**config.mk**
```make
export PLATFORM = sky130hd
export DESIGN_NAME = dmem_arbiter
export DESIGN_NICKNAME = d
export VERILOG_FILES = /design/src/rtl/dmem_arbiter.sv
export SDC_FILE = /design/constraint.sdc
export NUM_CORES = 1
export LEC_CHECK = 0
export BUFFER_PORTS_ARGS = -buffer_cell sky130_fd_sc_hd__buf_2
export CORE_UTILIZATION = 46
export CTS_CLUSTER_SIZE = 14
export DETAILED_ROUTE_END_ITERATION = 7
export PLACE_DENSITY = 0.89
export SYNTH_ARGS = -nofsm -noshare
export SYNTH_HDL_FRONTEND = slang
export SYNTH_SLANG_ARGS = --single-unit
```
**constraint.sdc**
```tcl
create_clock -name clk -period 2.3 [get_ports clk]
set_clock_uncertainty 0.1 [all_clocks]
set_input_delay 0.46 -clock clk [delete_from_list [all_inputs] [get_ports clk]]
set_output_delay 0.46 -clock clk [all_outputs]
set_load 0.005 [all_outputs]
```
**src/rtl/dmem_arbiter.sv**
```systemverilog
// dmem_arbiter: two-port load/store arbiter that serialises requests onto a single stalling data memory.
// Define DMEM_ARB_RR_EN for round-robin tie-breaking; the default build gives port 0 fixed priority.
module dmem_arbiter #(
  parameter int ADDR_W = 12,
  parameter int DATA_W = 32
) (
  input  logic              clk,
  input  logic              rst_n,
  input  logic              r0_req,
  input  logic              r0_we,
  input  logic [ADDR_W-1:0] r0_addr,
  input  logic [DATA_W-1:0] r0_wdata,
  input  logic [3:0]        r0_sign_mask,
  output logic              r0_done,
  output logic [DATA_W-1:0] r0_rdata,
  input  logic              r1_req,
  input  logic              r1_we,
  input  logic [ADDR_W-1:0] r1_addr,
  input  logic [DATA_W-1:0] r1_wdata,
  input  logic [3:0]        r1_sign_mask,
  output logic              r1_done,
  output logic [DATA_W-1:0] r1_rdata,
  output logic              busy,
  output logic [ADDR_W-1:0] m_addr,
  output logic [DATA_W-1:0] m_write_data,
  output logic              m_memwrite,
  output logic              m_memread,
  output logic [3:0]        m_sign_mask,
  input  logic [DATA_W-1:0] m_read_data,
  input  logic              m_clk_stall
);

  typedef enum logic [2:0] {IDLE, ISSUE, WAIT_HI, WAIT_LO, DONE} state_t;

  state_t state;
  logic   owner;
  logic   cmd_we;
  logic   grant_valid;
  logic   grant_port;

`ifdef DMEM_ARB_RR_EN
  logic   prio;

  always_comb begin
    grant_valid = r0_req | r1_req;
    if (r0_req && r1_req) grant_port = prio;
    else                  grant_port = r1_req;
  end
`else
  always_comb begin
    grant_valid = r0_req | r1_req;
    grant_port  = ~r0_req;
  end
`endif

  always_ff @(posedge clk or negedge rst_n) begin
    if (!rst_n) begin
      state        <= IDLE;
      owner        <= 1'b0;
      cmd_we       <= 1'b0;
      busy         <= 1'b0;
      r0_done      <= 1'b0;
      r1_done      <= 1'b0;
      r0_rdata     <= '0;
      r1_rdata     <= '0;
      m_addr       <= '0;
      m_write_data <= '0;
      m_sign_mask  <= '0;
      m_memread    <= 1'b0;
      m_memwrite   <= 1'b0;
`ifdef DMEM_ARB_RR_EN
      prio         <= 1'b0;
`endif
    end else begin
      r0_done    <= 1'b0;
      r1_done    <= 1'b0;
      m_memread  <= 1'b0;
      m_memwrite <= 1'b0;
      case (state)
        IDLE: begin
          // An orphan access left running by a reset must drain before any new grant.
          if (!m_clk_stall && grant_valid) begin
            owner <= grant_port;
            busy  <= 1'b1;
            state <= ISSUE;
            if (grant_port) begin
              cmd_we       <= r1_we;
              m_addr       <= r1_addr;
              m_write_data <= r1_wdata;
              m_sign_mask  <= r1_sign_mask;
              m_memwrite   <= r1_we;
              m_memread    <= ~r1_we;
            end else begin
              cmd_we       <= r0_we;
              m_addr       <= r0_addr;
              m_write_data <= r0_wdata;
              m_sign_mask  <= r0_sign_mask;
              m_memwrite   <= r0_we;
              m_memread    <= ~r0_we;
            end
          end
        end
        ISSUE: state <= WAIT_HI;
        WAIT_HI: begin
          if (m_clk_stall) state <= WAIT_LO;
        end
        WAIT_LO: begin
          if (!m_clk_stall) begin
            if (!cmd_we) begin
              if (owner) r1_rdata <= m_read_data;
              else       r0_rdata <= m_read_data;
            end
            r0_done <= ~owner;
            r1_done <= owner;
            state   <= DONE;
          end
        end
        DONE: begin
          busy  <= 1'b0;
          state <= IDLE;
`ifdef DMEM_ARB_RR_EN
          prio  <= ~owner;
`endif
        end
        default: begin
          busy  <= 1'b0;
          state <= IDLE;
        end
      endcase
    end
  end

endmodule

```
==> results of run 1 <==
-- stage by stage --
stage | total power (uW) | utilization (%) | hold slack, ps | instances
final | 9079 | 65.30 | 202.2 | 786
after global routing | 9665 | 65.27 | 190.5 | 785
after CTS | 9174 | 65.27 | 187.7 | 785
after detailed placement | 6599 | 60.07 | 270.2 | 753
after global placement | 6386 | 60.07 | 265.6 | 753
after floorplan | 5141 | - | 64.41 | 381
-- worst min-delay path by stage --
stage	startpoint	endpoint	slack, ps	cells after the start
4_1_cts	m_read_data[8]	r1_rdata[8]$_DFFE_PN0P_	190	2
2_1_floorplan	rst_n	busy$_DFFE_PN0P_	60	0
3_5_place_dp	rst_n	m_write_data[3]$_DFFE_PN0P_	270	1
6_report	m_read_data[0]	r1_rdata[0]$_DFFE_PN0P_	200	2
3_3_place_gp	rst_n	m_write_data[5]$_DFFE_PN0P_	270	1
5_1_grt	m_read_data[21]	r1_rdata[21]$_DFFE_PN0P_	190	2
-- kinds of logic (layout without fill, tap and decap cells) --
kind of cell / Yosys count / after routing
compound gates: 101 / 101
buf+inv: 28 / 292
flops: 122 / 122
mux: 114 / 114
other cells: 0 / 1
simple gates: 16 / 16
-- Yosys cell counts (all sizes together), types with 2 or more instances --
cell	number	share of area (%)
dfrtp	122	59
o21ai	98	9.4
mux2	66	16
mux2i	48	9.2
buf	17	2.9
clkbuf	10	0.74
nor2	4	0.29
a21oi	2	0.19
and2	2	0.24
nand2	2	0.19
or3	2	0.34
-- where the power goes --
group	switching [uW]	total (uW)	internal [uW]	leakage [uW]
registers	546	3680	3130	0.00153
clock network	930	2510	1580	0.000273
logic	1270	2890	1620	0.00205
-- layer usage --
metal	routed length (um)	vias to the layer above	share of wire, %	track usage [%]
met1	5451	1936	42	26.87
met5	0	-	0	0
met2	6379	189	49	38.20
li1	-	1876	-	-
met4	171	0	1.3	7.915
met3	971	14	7.5	6.088
-- sequential cells by signal, indices dropped and copies added, names as in the netlist --
signal,cells
m_memread,1
owner,1
r1_rdata,32
state,3
r0_done,1
m_addr,12
r1_done,1
busy,1
cmd_we,1
m_write_data,32
r0_rdata,32
m_sign_mask,4
m_memwrite,1
-- worst reg2reg max path: stages (launching register included) --
cell      delay [ps]
dfrtp_1          430
and4bb_4         260
nand3b_4          70
buf_4            490
mux2_2           410
-- layout make-up --
type,count,area [sq um],share of cell area (%)
Clock inverter,12,126.4,1.770
Inverter,1,3.754,0.05257
Antenna cell,1,2.502,0.03504
Tap cell,140,175.2,2.453
Multi-Input combinational cell,231,1968,27.56
Timing Repair Buffer,260,1379,19.31
Sequential cell,122,3053,42.75
Clock buffer,19,432.9,6.063
==> flow_summary_export.csv, run 1 <==
group,metric,value,unit
setup_path,crit_family,"buffers and inverters",
layout,drive_gt1_share,55.81,%
cts,cts_buffers,17,
sta,slew_violations,0,
setup_path,reg2reg_from,"state[1]$_DFFE_PN0P_",
logic_synthesis,synthCells,381,
power_and_ir_drop,power_density,1271,nW/um^2
sta,fin_crit,1886,ps
global_routing,grt_pass1_wl,19870,um
cts,clkSinkCount,122,
global_routing,grt_max_degree,58,
global_routing,antenna_found_initial,1,
logic_synthesis,yosys.area_share.adder,0,%
setup_path,worst-path-buf-inv,1,
drt,drt_first_pass_iters,4,
setup_path,crit_cells,4,
cts,postCtsSetupBuffers,0,
logic_synthesis,synth-edff-count,0,
setup_path,slowest_stage,"buf_4",
layout,layout_commonest_cell,"buf_2",
placement,gp_congestion,0.8067,
cts,clock_latency,400,ps
logic_synthesis,async_reset_ff_share,100.0,%
floorplan,dieArea,11770,sq um
hold_path,hold_class,"in -> reg",
sta,fin_ws,413.8,ps
logic_synthesis,syn_area,5218,sq um
setup_path,reg2reg_depth,4,
logic_synthesis,ys_seq_area_share,58.51,%
drt,wl,12970,um
cts,cts_tree,"yes",
drt,vias_per_cell,5.108,
logic_synthesis,dominantRegCellSynth,"dfrtp_1",
placement,hpwlAfterDp,9289,um
layout,finalInstanceArea,7141,sq um
setup_path,criticalPathCategory,"reg -> reg",
logic_synthesis,synth_mux_area_share,25.61,%
cts,clk_pin_slew,60,ps
sta,hold_viol,0,
floorplan,rows,38,
logic_synthesis,syn_area_per_cell,13.69,sq um
drt,route.detailed.drc,0,
drt,ant_nets,0,
floorplan,die_h,108.5,um
logic_synthesis,synth-xor-area-share,0,%
logic_synthesis,synth_compound_area_share,9.808,%
drt,dr_total_vias,4015,
cts,cts_hold_buf,1,
cts,cts_root_buffer,"clkbuf_16",
sta,setup_tns,0,ps
sta,rsz0062_at_grt,"false",
global_routing,grt_overflow,0,
cts,cts.path.max_buffers,2,
sta,tightest_slew,593.1,ps
sta,slew_headroom,60.46,%
logic_synthesis,synth_cell_type_count,27,
setup_path,critPathCapture,"r1_rdata[16]$_DFFE_PN0P_",
drt,wl_per_cell,16.51,um
sta,fmax,530.2,MHz
run_status,outcome,"complete, no violations",
setup_path,end_kind,"flop",
layout,final_nets,768,
logic_synthesis,synth-simple-area-share,2.302,%
logic_synthesis,synth_top_family_by_area,"multiplexers",
setup_path,timing.critical_path.from,"state[1]$_DFFE_PN0P_",
sta,finalSetupViolCount,0,
setup_path,cp_data_arrival_time,2070,ps
logic_synthesis,synth-seq-cells,122,
floorplan,initial_core_util,47.71,%
layout,nFillCells,814,
logic_synthesis,syn_nets,516,
setup_path,max_stage_delay,490,ps
flow_run,max-cap-violations,0,
power_and_ir_drop,vdd_ir_drop_max,0.0007235,V
placement,dpl_cell_area,6569,sq um
global_routing,grt_use_total,22.30,%
cts,cts_resized,0,
sta,period_share,82.01,%
setup_path,path_cells,"and4bb_4, nand3b_4, buf_4, mux2_2",
placement,port_buffers,251,
layout,final_cell_mix,"250 x buf_2, 122 x dfrtp_1, 49 x o21ai_0, 49 x o21ai_1, 48 x mux2i_1",
placement,pre_cts_ws,256.6,ps
power_and_ir_drop,leakage,0.003851,uW
setup_path,critical_path_peak_fanout,32,
cts,cts_htree_levels,4,
floorplan,die_w,108.5,um
layout,area_delta_synth_final,36.86,%
global_routing,grt_pass1_vias,4014,
setup_path,required,2480,ps
setup_path,start_kind,"flop",
floorplan,io_pins,252,
setup_path,reg2reg_to,"r1_rdata[16]$_DFFE_PN0P_",
logic_synthesis,yosys_warnings,0,
floorplan,core,10940,sq um
drt,first_iter_violations,281,
setup_path,r2r_slack,410,ps
(Power assumes the default switching activity.)
==> run 2, diff against run 1 <==
--- a/config.mk
+++ b/config.mk
@@ -6,10 +6,10 @@
 export NUM_CORES = 1
 export LEC_CHECK = 0
 export BUFFER_PORTS_ARGS = -buffer_cell sky130_fd_sc_hd__buf_2
-export CORE_UTILIZATION = 46
+export CORE_UTILIZATION = 42
 export CTS_CLUSTER_SIZE = 14
 export DETAILED_ROUTE_END_ITERATION = 7
-export PLACE_DENSITY = 0.89
+export PLACE_DENSITY = 0.86
 export SYNTH_ARGS = -nofsm -noshare
 export SYNTH_HDL_FRONTEND = slang
 export SYNTH_SLANG_ARGS = --single-unit
==> constraint.sdc (replaced) <==
create_clock -name clk -period 1.67 [get_ports clk]
set_clock_uncertainty 0.1 [all_clocks]
set_input_delay 0.334 -clock clk [delete_from_list [all_inputs] [get_ports clk]]
set_output_delay 0.334 -clock clk [all_outputs]
set_load 0.005 [all_outputs]
==> flow_summary_export.csv, run 2 (same netlist as run 1, synthesis figures left out) <==
group,metric,value,unit
run_status,outcome,"finished with violations",
run_status,violations,"setup timing",
floorplan,initial_core_util,43.26,%
floorplan,die_h,113.5,um
sta,period_share,100.3,%
cts,cts_buffers,17,
drt,drt-met1-wl,5251,um
drt,routed.top_layer,"met5",
sta,fin_ws,-5.382,ps
setup_path,end_kind,"flop",
global_routing,grt_pass1_wl,20800,um
drt,vias_per_cell,4.999,
layout,finalNonFillerCells,819,
cts,cts_root_buffer,"clkbuf_16",
cts,clock_latency,400,ps
power_and_ir_drop,power,13150,uW
setup_path,criticalPathCategory,"reg -> reg",
setup_path,required,1900,ps
power_and_ir_drop,vdd_ir_drop_max,0.0006941,V
global_routing,grt_max_degree,71,
drt,route.detailed.drc,0,
drt,dr_total_vias,4094,
layout,drive_gt1_share,56.99,%
hold_path,hold_class,"in -> reg",
sta,finalSetupViolCount,1,
cts,cts_htree_levels,4,
sta,setup_tns,-5.382,ps
sta,hold_viol,0,
drt,drt_first_pass_iters,6,
cts,clkSinkCount,122,
sta,fin_crit,1675,ps
drt,ant_nets,0,
floorplan,io_pins,252,
layout,final_nets,773,
sta,fmax,596.9,MHz
drt,wl_met2,6910,um
cts,cts.path.max_buffers,2,
floorplan,core,12060,sq um
global_routing,grt_overflow,0,
sta,slew_headroom,62.65,%
cts,postCtsSetupBuffers,0,
drt,wl_per_cell,16.18,um
layout,nFillCells,910,
setup_path,cp_data_arrival_time,1900,ps
sta,slew_violations,0,
drt,routed-wl-met3,846,um
placement,gp_congestion,0.7415,
sta,tightest_slew,560.2,ps
cts,clk_pin_slew,60,ps
floorplan,die_w,113.5,um
power_and_ir_drop,leakage,0.003946,uW
setup_path,critical_path_peak_fanout,50,
layout,layout_commonest_cell,"buf_2",
global_routing,grt_use_total,21.13,%
drt,first_iter_violations,271,
setup_path,start_kind,"flop",
flow_run,max-cap-violations,0,
drt,wl,13260,um
sta,rsz0062_at_grt,"true",
layout,top_regs,"m_write_data (32), r0_rdata (32), r1_rdata (32)",
layout,final_cell_mix,"250 x buf_2, 121 x dfrtp_1, 49 x o21ai_0",
floorplan,rows,40,
global_routing,grt_pass1_vias,4214,
floorplan,dieArea,12870,sq um
placement,port_buffers,251,
layout,n_antenna_cell,0,
layout,area_delta_synth_final,41.27,%
power_and_ir_drop,power_density,1784,nW/um^2
layout,final_core_util,61.11,%
placement,dp_cells,785,
placement,hpwlAfterDp,9355,um
global_routing,antenna_found_initial,0,
cts,cts_tree,"yes",
## run 2: report_power, final
| part | internal, uW | total, uW | switching [uW] |
|---|---|---|---|
| registers | 4320 | 5090 | 769 |
| clock network | 2740 | 4050 | 1300 |
| logic | 2270 | 4010 | 1740 |
## run 2: metrics by stage
stage	setup WS [ps]	hold WS [ps]	instance area (sq um)
after floorplan	48.73	-61.59	5218
after global placement	5.507	243.5	6654
after detailed placement	-40.02	254.8	6654
after CTS	-8.965	50.65	7337
after global routing	-55.28	57.27	7371
final	-5.382	66.72	7371
## run 2: final timing paths
path | from | end | slack, ps | cells after the start
max | state[1]$_DFFE_PN0P_ | m_addr[10]$_DFFE_PN0P_ | -5 | 3
min in group asynchronous | rst_n | m_write_data[10]$_DFFE_PN0P_ | 360 | 3
min | m_read_data[3] | r1_rdata[3]$_DFFE_PN0P_ | 70 | 2
min reg2reg | r0_rdata[22]$_DFFE_PN0P_ | r0_rdata[22]$_DFFE_PN0P_ | 400 | 1
max reg2reg | state[1]$_DFFE_PN0P_ | m_addr[10]$_DFFE_PN0P_ | -5 | 3
max in group asynchronous | rst_n | state[1]$_DFFE_PN0P_ | 760 | 3
## run 2: worst max-delay path: stages, from the launching register on
cell,delay [ps]
dfrtp_2,430
or3_4,390
or2_4,420
o21ai_1,220
## run 2: timing repair
item                                    in CTS  in global routing
gates resized for setup                      2                  2
hold buffers                                 1                  0
endpoints found under the hold margin      122                  0
endpoints found under the setup margin       3                 51
pin swaps                                    0                  3
cloned                                       0                  1
## run 2: final cells by class
class	instances	area (sq um)	share of cell area (%)
tap	168	210.2	2.852
inverter	1	3.754	0.05093
sequential	122	3054	41.44
clock buffer	23	508.0	6.892
multi-input combinational	231	1983	26.91
clock inverter	9	157.7	2.139
timing repair buffer	265	1454	19.72
## run 2: layer usage
layer,global-route usage (%),vias up
met1,24.07,1998
met5,0,-
met3,5.951,19
met4,9.035,2
li1,-,1878
met2,37.22,197
